==> config.mk <==
export PLATFORM = sky130hd
export DESIGN_NAME = bresenham_line
export DESIGN_NICKNAME = d
export VERILOG_FILES = /design/src/rtl/zbuf_pkg.sv /design/src/rtl/line_setup.sv /design/src/rtl/bresenham_line.sv
export SDC_FILE = /design/constraint.sdc
export NUM_CORES = 1
export LEC_CHECK = 0
export CORE_MARGIN = 2
export CORE_UTILIZATION = 61
export DETAILED_ROUTE_END_ITERATION = 6
export PLACE_DENSITY = 0.78
export SYNTH_ARGS = -nofsm -noshare
export SYNTH_HDL_FRONTEND = slang
export SYNTH_SLANG_ARGS = --single-unit
export TNS_END_PERCENT = 1
==> constraint.sdc <==
create_clock -name clk -period 6.6 [get_ports clk]
set_input_delay 1.65 -clock clk [delete_from_list [all_inputs] [get_ports clk]]
set_output_delay 1.65 -clock clk [all_outputs]
set_load 0.01 [all_outputs]
==> src/rtl/zbuf_pkg.sv <==
// Shared types for the z-buffer rasteriser: point layout, line walker states
// and the signed Bresenham error type.
package zbuf_pkg;

  localparam int COORD_W = 8;
  localparam int POINT_W = 3 * COORD_W;

  typedef struct packed {
    logic [COORD_W-1:0] x;
    logic [COORD_W-1:0] y;
    logic [COORD_W-1:0] z;
  } point_t;

  typedef enum logic [1:0] {IDLE, SETUP, RUN} line_state_t;

  typedef enum logic [1:0] {AXIS_X, AXIS_Y, AXIS_Z} axis_t;

  typedef logic signed [COORD_W+2:0] err_t;

  function automatic logic [COORD_W-1:0] step_coord(input logic [COORD_W-1:0] c,
                                                     input logic              neg);
    return neg ? c - COORD_W'(1) : c + COORD_W'(1);
  endfunction

  // 2*v widened into the error domain; never overflows since v < 2**COORD_W.
  function automatic err_t twice(input logic [COORD_W-1:0] v);
    return err_t'({2'b00, v, 1'b0});
  endfunction

endpackage

==> src/rtl/line_setup.sv <==
// Combinational line setup: per-axis deltas and directions, major-axis choice
// (ties resolved x > y > z) and the initial minor-axis errors.
module line_setup
  import zbuf_pkg::*;
(
  input  point_t             p1,
  input  point_t             p2,
  output axis_t              major,
  output axis_t              minor1,
  output axis_t              minor2,
  output logic [2:0]         neg,
  output logic [COORD_W-1:0] d,
  output logic [COORD_W-1:0] a1,
  output logic [COORD_W-1:0] a2,
  output err_t               e1,
  output err_t               e2
);

  logic [COORD_W-1:0] ax;
  logic [COORD_W-1:0] ay;
  logic [COORD_W-1:0] az;

  always_comb begin
    neg    = {p2.x < p1.x, p2.y < p1.y, p2.z < p1.z};
    ax     = neg[2] ? p1.x - p2.x : p2.x - p1.x;
    ay     = neg[1] ? p1.y - p2.y : p2.y - p1.y;
    az     = neg[0] ? p1.z - p2.z : p2.z - p1.z;
    major  = AXIS_X;
    minor1 = AXIS_Y;
    minor2 = AXIS_Z;
    d      = ax;
    a1     = ay;
    a2     = az;
    if (ax >= ay && ax >= az) begin
      major  = AXIS_X;
      minor1 = AXIS_Y;
      minor2 = AXIS_Z;
      d      = ax;
      a1     = ay;
      a2     = az;
    end else if (ay >= az) begin
      major  = AXIS_Y;
      minor1 = AXIS_X;
      minor2 = AXIS_Z;
      d      = ay;
      a1     = ax;
      a2     = az;
    end else begin
      major  = AXIS_Z;
      minor1 = AXIS_X;
      minor2 = AXIS_Y;
      d      = az;
      a1     = ax;
      a2     = ay;
    end
    e1 = twice(a1) - err_t'({3'b000, d});
    e2 = twice(a2) - err_t'({3'b000, d});
  end

endmodule

==> src/rtl/bresenham_line.sv <==
// 3D Bresenham line walker: latches an edge on request, then emits one point
// per accepted step from point_1 to point_2 inclusive, flagging the last with eoc.
module bresenham_line
  import zbuf_pkg::*;
(
  input  logic               clk,
  input  logic               rst,
  input  logic               req_line,
  output logic               ack_line,
  input  logic [POINT_W-1:0] point_1,
  input  logic [POINT_W-1:0] point_2,
  input  logic               step,
  output logic [POINT_W-1:0] point_out,
  output logic               point_valid,
  output logic               eoc,
  output logic               busy
);

  localparam int ERR_MSB = COORD_W + 2;

  line_state_t        state_q;
  line_state_t        state_d;
  logic               accept;
  logic               advance;

  point_t             p1_q;
  point_t             p2_q;
  point_t             pos_q;
  point_t             pos_nxt;
  logic [2:0]         neg_q;
  axis_t              maj_q;
  axis_t              min1_q;
  axis_t              min2_q;
  logic [COORD_W-1:0] d_q;
  logic [COORD_W-1:0] a1_q;
  logic [COORD_W-1:0] a2_q;
  logic [COORD_W-1:0] cnt_q;
  err_t               e1_q;
  err_t               e2_q;
  err_t               e1_nxt;
  err_t               e2_nxt;
  logic               vld_q;
  logic               ack_q;
  logic               busy_q;

  axis_t              su_major;
  axis_t              su_minor1;
  axis_t              su_minor2;
  logic [2:0]         su_neg;
  logic [COORD_W-1:0] su_d;
  logic [COORD_W-1:0] su_a1;
  logic [COORD_W-1:0] su_a2;
  err_t               su_e1;
  err_t               su_e2;

  logic               mv_x;
  logic               mv_y;
  logic               mv_z;

  line_setup u_setup (
    .p1     (p1_q),
    .p2     (p2_q),
    .major  (su_major),
    .minor1 (su_minor1),
    .minor2 (su_minor2),
    .neg    (su_neg),
    .d      (su_d),
    .a1     (su_a1),
    .a2     (su_a2),
    .e1     (su_e1),
    .e2     (su_e2)
  );

  always_ff @(posedge clk or negedge rst) begin
    if (!rst) state_q <= IDLE;
    else      state_q <= state_d;
  end

  always_comb begin
    state_d = state_q;
    accept  = 1'b0;
    advance = 1'b0;
    unique case (state_q)
      IDLE: begin
        if (req_line) begin
          accept  = 1'b1;
          state_d = SETUP;
        end
      end
      SETUP: state_d = RUN;
      RUN: begin
        advance = vld_q && step;
        if (advance && cnt_q == '0) state_d = IDLE;
      end
      default: state_d = IDLE;
    endcase
  end

  // One step: the major axis always moves, a minor axis moves when its error is non-negative.
  always_comb begin
    mv_x = (maj_q == AXIS_X) || (min1_q == AXIS_X && !e1_q[ERR_MSB])
                             || (min2_q == AXIS_X && !e2_q[ERR_MSB]);
    mv_y = (maj_q == AXIS_Y) || (min1_q == AXIS_Y && !e1_q[ERR_MSB])
                             || (min2_q == AXIS_Y && !e2_q[ERR_MSB]);
    mv_z = (maj_q == AXIS_Z) || (min1_q == AXIS_Z && !e1_q[ERR_MSB])
                             || (min2_q == AXIS_Z && !e2_q[ERR_MSB]);
    pos_nxt.x = mv_x ? step_coord(pos_q.x, neg_q[2]) : pos_q.x;
    pos_nxt.y = mv_y ? step_coord(pos_q.y, neg_q[1]) : pos_q.y;
    pos_nxt.z = mv_z ? step_coord(pos_q.z, neg_q[0]) : pos_q.z;
    e1_nxt = (e1_q[ERR_MSB] ? e1_q : e1_q - twice(d_q)) + twice(a1_q);
    e2_nxt = (e2_q[ERR_MSB] ? e2_q : e2_q - twice(d_q)) + twice(a2_q);
  end

  always_ff @(posedge clk or negedge rst) begin
    if (!rst) begin
      p1_q   <= '0;
      p2_q   <= '0;
      pos_q  <= '0;
      neg_q  <= '0;
      maj_q  <= AXIS_X;
      min1_q <= AXIS_Y;
      min2_q <= AXIS_Z;
      d_q    <= '0;
      a1_q   <= '0;
      a2_q   <= '0;
      cnt_q  <= '0;
      e1_q   <= '0;
      e2_q   <= '0;
      vld_q  <= 1'b0;
      ack_q  <= 1'b0;
      busy_q <= 1'b0;
    end else begin
      ack_q <= accept;
      if (accept) begin
        p1_q   <= point_1;
        p2_q   <= point_2;
        busy_q <= 1'b1;
      end
      // SETUP registers the setup results; the start point is presented from the next cycle.
      if (state_q == SETUP) begin
        maj_q  <= su_major;
        min1_q <= su_minor1;
        min2_q <= su_minor2;
        neg_q  <= su_neg;
        d_q    <= su_d;
        a1_q   <= su_a1;
        a2_q   <= su_a2;
        e1_q   <= su_e1;
        e2_q   <= su_e2;
        cnt_q  <= su_d;
        pos_q  <= p1_q;
      end
      if (state_q == RUN) begin
        if (!vld_q) begin
          vld_q <= 1'b1;
        end else if (advance) begin
          if (cnt_q == '0) begin
            vld_q  <= 1'b0;
            busy_q <= 1'b0;
          end else begin
            pos_q <= pos_nxt;
            e1_q  <= e1_nxt;
            e2_q  <= e2_nxt;
            cnt_q <= cnt_q - COORD_W'(1);
          end
        end
      end
    end
  end

  assign ack_line    = ack_q;
  assign busy        = busy_q;
  assign point_valid = vld_q;
  assign point_out   = pos_q;
  assign eoc         = vld_q && (cnt_q == '0);

endmodule

==> results.py <==
metrics = {
    "critical_path": {
        "cp_max_fo": 10,
        "ff2ff_path_depth": 26,
        "worstReg2RegStart": "p2_q[0]",
        "r2r_end": "e2_q[6]",
        "r2r_slack_ps": 420,
        "start_kind": "flop",
        "worstPathRequired_ps": 6940,
        "path_class": "flop to flop",
        "arrival_ps": 6520,
        "endpoint_kind": "flop",
    },
    "clock_tree": {
        "cts-root-buf": "clkbuf_16",
        "cts_tree": "built",
        "cts_num_sinks": 136,
        "clk_latency_ps": 450,
        "clkTransAtPathRegs_ps": 60,
        "cts_max_level": 4,
        "cts-buffers-inserted": 17,
        "ctsLongestPathBuffers": 2,
    },
    "floorplanning": {
        "start_util_pct": 62.3,
        "rows": 49,
        "die-area_um2": 19400,
        "core-area_um2": 18000,
        "fp.dieH_um": 139,
        "io_pins": 80,
        "die_w_um": 139,
    },
    "synthesis": {
        "avgSynthCellArea_um2": 8.59,
        "yosysUniqueCellTypes": 86,
        "synth-main-ff-cell": "dfrtp_1",
        "ys_async_sr_fraction_pct": 100,
        "syn-num-nets": 1493,
        "ys_seq_area_share_pct": 30.4,
        "ys_ff_latch": 136,
        "synth_area_um2": 11200,
        "syn_inst": 1302,
        "synth_edf_count": 0,
        "yosys_warnings": 0,
    },
    "sta": {
        "fin_setup_tns_ps": 0,
        "setup_ws_ps": 422,
        "finalCriticalPeriod_ps": 6180,
        "maxSlewViolCount": 0,
        "finalCritPeriodShare_pct": 93.6,
        "rsz0062_at_grt": "false",
        "worstMarginPinSlew_ps": 1110,
        "whs_ps": 481,
        "clock_skew_ps": 13.1,
        "setup_viol": 0,
        "fmax_ghz": 0.162,
        "finalHoldViolCount": 0,
        "slew_headroom_pct": 25.2,
    },
    "grt": {
        "grt_usage_pct": 30.8,
        "grt_pass1_vias": 9689,
        "grt_overflow": 0,
        "grt_pass1_wl_mm": 48.1,
        "grt_max_degree": 96,
        "antenna_found_initial": 0,
    },
    "placement": {
        "dp.cells": 1588,
        "portBuffers": 79,
        "hpwl_mm": 21.4,
        "dp_slack_ps": 329,
        "place.gp.congestion": 0.926,
    },
    "worst_hold_path": {
        "min_from": "d_q[4]",
        "holdPathStages": 2,
        "hold-path-endpoint": "d_q[4]",
        "hp-class": "flop to flop",
    },
    "route": {
        "routed_via_density": 6.06,
        "vias": 9833,
        "drtPass1Iterations": 7,
        "drt_iter0_markers": 816,
        "wl_per_cell_um": 17.9,
        "drc": 0,
        "finalWirelength_mm": 29.1,
        "ant_nets": 0,
    },
    "finish": {
        "area_growth_pct": 15.6,
        "fin_nets": 1573,
        "instances_no_fill": 1623,
        "n_antenna_cell": 0,
        "drive_gt1_share_pct": 8.18,
    },
    "job": {
        "maxCapViolCount": 0,
    },
    "run_status": {
        "status": "finished, final reports clean",
    },
}
cells in the final DEF, fill, tap and decap left out, types with 6 or more instances in the layout:
cell type | Yosys | layout
clkbuf_16 | 0 | 17
o21a_1 | 9 | 9
buf_4 | 0 | 25
a211oi_1 | 8 | 8
or3_1 | 7 | 7
nor2_1 | 62 | 62
fa_1 | 13 | 13
a221o_1 | 8 | 8
nand3_1 | 16 | 16
a31oi_1 | 7 | 7
a21o_1 | 34 | 33
and3_1 | 6 | 6
a21oi_1 | 71 | 69
o221ai_1 | 10 | 10
mux2_2 | 11 | 11
a211o_1 | 6 | 6
mux2i_1 | 12 | 11
o21bai_1 | 8 | 8
a22oi_1 | 11 | 11
nand2b_1 | 14 | 13
o22ai_1 | 21 | 21
nor2b_1 | 21 | 20
ha_1 | 126 | 126
clkdlybuf4s50_1 | 0 | 78
o21ai_0 | 142 | 141
inv_1 | 118 | 118
xnor2_1 | 42 | 42
o211ai_1 | 12 | 12
nor3_1 | 9 | 9
o31ai_1 | 7 | 7
nand2_1 | 176 | 176
dfrtp_1 | 134 | 134
xor2_1 | 28 | 27
per-layer routing:
layer | wire length [µm] | global-route usage [%]
met5 | 7 | 0
met1 | 13100 | 41.4
met2 | 13800 | 51.0
met4 | 747 | 10.2
met3 | 1390 | 4.82
timing repair:
item / CTS / global route
buffers inserted: 0 / 4
endpoints found under the setup margin: 0 / 12
hold buffers: 0 / 0
resized for setup: 0 / 9
worst max path at each step:
stage | startpoint | to | slack [ps] | depth (start not counted)
floorplan | p2_q[0] | e1_q[8] | 910 | 28
global placement | p2_q[0] | e2_q[9] | 580 | 24
detailed placement | p2_q[0] | e2_q[6] | 330 | 26
CTS | p2_q[0] | e2_q[6] | 290 | 26
global route | p2_q[0] | e2_q[6] | 3 | 26
finish | p2_q[0] | e2_q[6] | 420 | 26
kinds of logic after synthesis:
| family | synth area share (%) |
|---|---|
| XOR/XNOR | 5.48 |
| multiplexers | 2.52 |
| adder cells (fa/ha/maj) | 17.0 |
| AO/OA/AOI/OAI | 25.2 |
| flip-flops | 30.4 |
| buffers and inverters | 5.64 |
| AND/OR/NAND/NOR | 13.7 |
cell type report:
class	instances	area, µm²
Clock buffer	19	453
Clock inverter	12	150
Fill cell	1384	5030
Inverter	118	443
Multi-Input combinational cell	1004	7190
Sequential cell	136	3410
Tap cell	229	287
Timing Repair Buffer	105	1000
Yosys cell counts, types with 6 or more instances:
| library cell | count | area share, % |
|---|---|---|
| a21o_1 | 34 | 2.3 |
| xnor2_1 | 42 | 3.3 |
| ha_1 | 126 | 14 |
| nor3_1 | 9 | 0.40 |
| fa_1 | 13 | 2.3 |
| o221ai_1 | 10 | 0.78 |
| a211o_1 | 6 | 0.47 |
| mux2i_1 | 12 | 1.1 |
| a31oi_1 | 7 | 0.39 |
| a211oi_1 | 8 | 0.54 |
| inv_1 | 118 | 4.0 |
| o22ai_1 | 21 | 1.2 |
| nand2_1 | 176 | 5.9 |
| o21ai_0 | 142 | 6.4 |
| nor2b_1 | 21 | 1.2 |
| nand3_1 | 16 | 0.72 |
| nor2_1 | 62 | 2.1 |
| o211ai_1 | 12 | 0.81 |
| and3_1 | 6 | 0.34 |
| a221o_1 | 8 | 0.72 |
| nand2b_1 | 14 | 0.78 |
| xor2_1 | 28 | 2.2 |
| o21bai_1 | 8 | 0.54 |
| dfrtp_1 | 134 | 30 |
| a21oi_1 | 71 | 3.2 |
| buf_2 | 6 | 0.27 |
| o21a_1 | 9 | 0.60 |
| mux2_2 | 11 | 1.1 |
| o31ai_1 | 7 | 0.47 |
| a22oi_1 | 11 | 0.74 |
| clkbuf_1 | 32 | 1.1 |
| or3_1 | 7 | 0.39 |
registers in the layout (all words and copies together), names as in the netlist, 8 cells and up:
register / flops
point_out: 24
p2_q: 24
a2_q: 8
e2_q: 10
e1_q: 10
a1_q: 8
p1_q: 24
d_q: 8
cnt_q: 8
through the flow:
step | util [%] | area, µm²
6_report | 72.0 | 12900
3_3_place_gp | 68.3 | 12300
3_5_place_dp | 68.3 | 12300
4_1_cts | 71.7 | 12900
5_1_grt | 72.0 | 12900
2_1_floorplan | - | 11200
critical path: stages, from the launching register on:
cell	delay [ps]
dfrtp_1	380
inv_1	80
ha_1	140
inv_1	50
fa_1	390
nand3_1	150
a21oi_1	120
a2111oi_1	490
o311ai_0	260
a22o_1	310
o22ai_1	230
xor2_2	150
ha_1	330
nand4_1	80
a21oi_1	240
nor2_1	100
a21o_2	280
o211ai_4	340
mux2i_2	330
xor2_1	110
ha_1	190
a21o_1	200
a211oi_1	340
a2111oi_2	100
a211oi_2	330
xnor2_1	100
a211oi_1	250
Power is not shown: default switching activity piles up to over one toggle a cycle in this logic, so the estimate is an artifact.
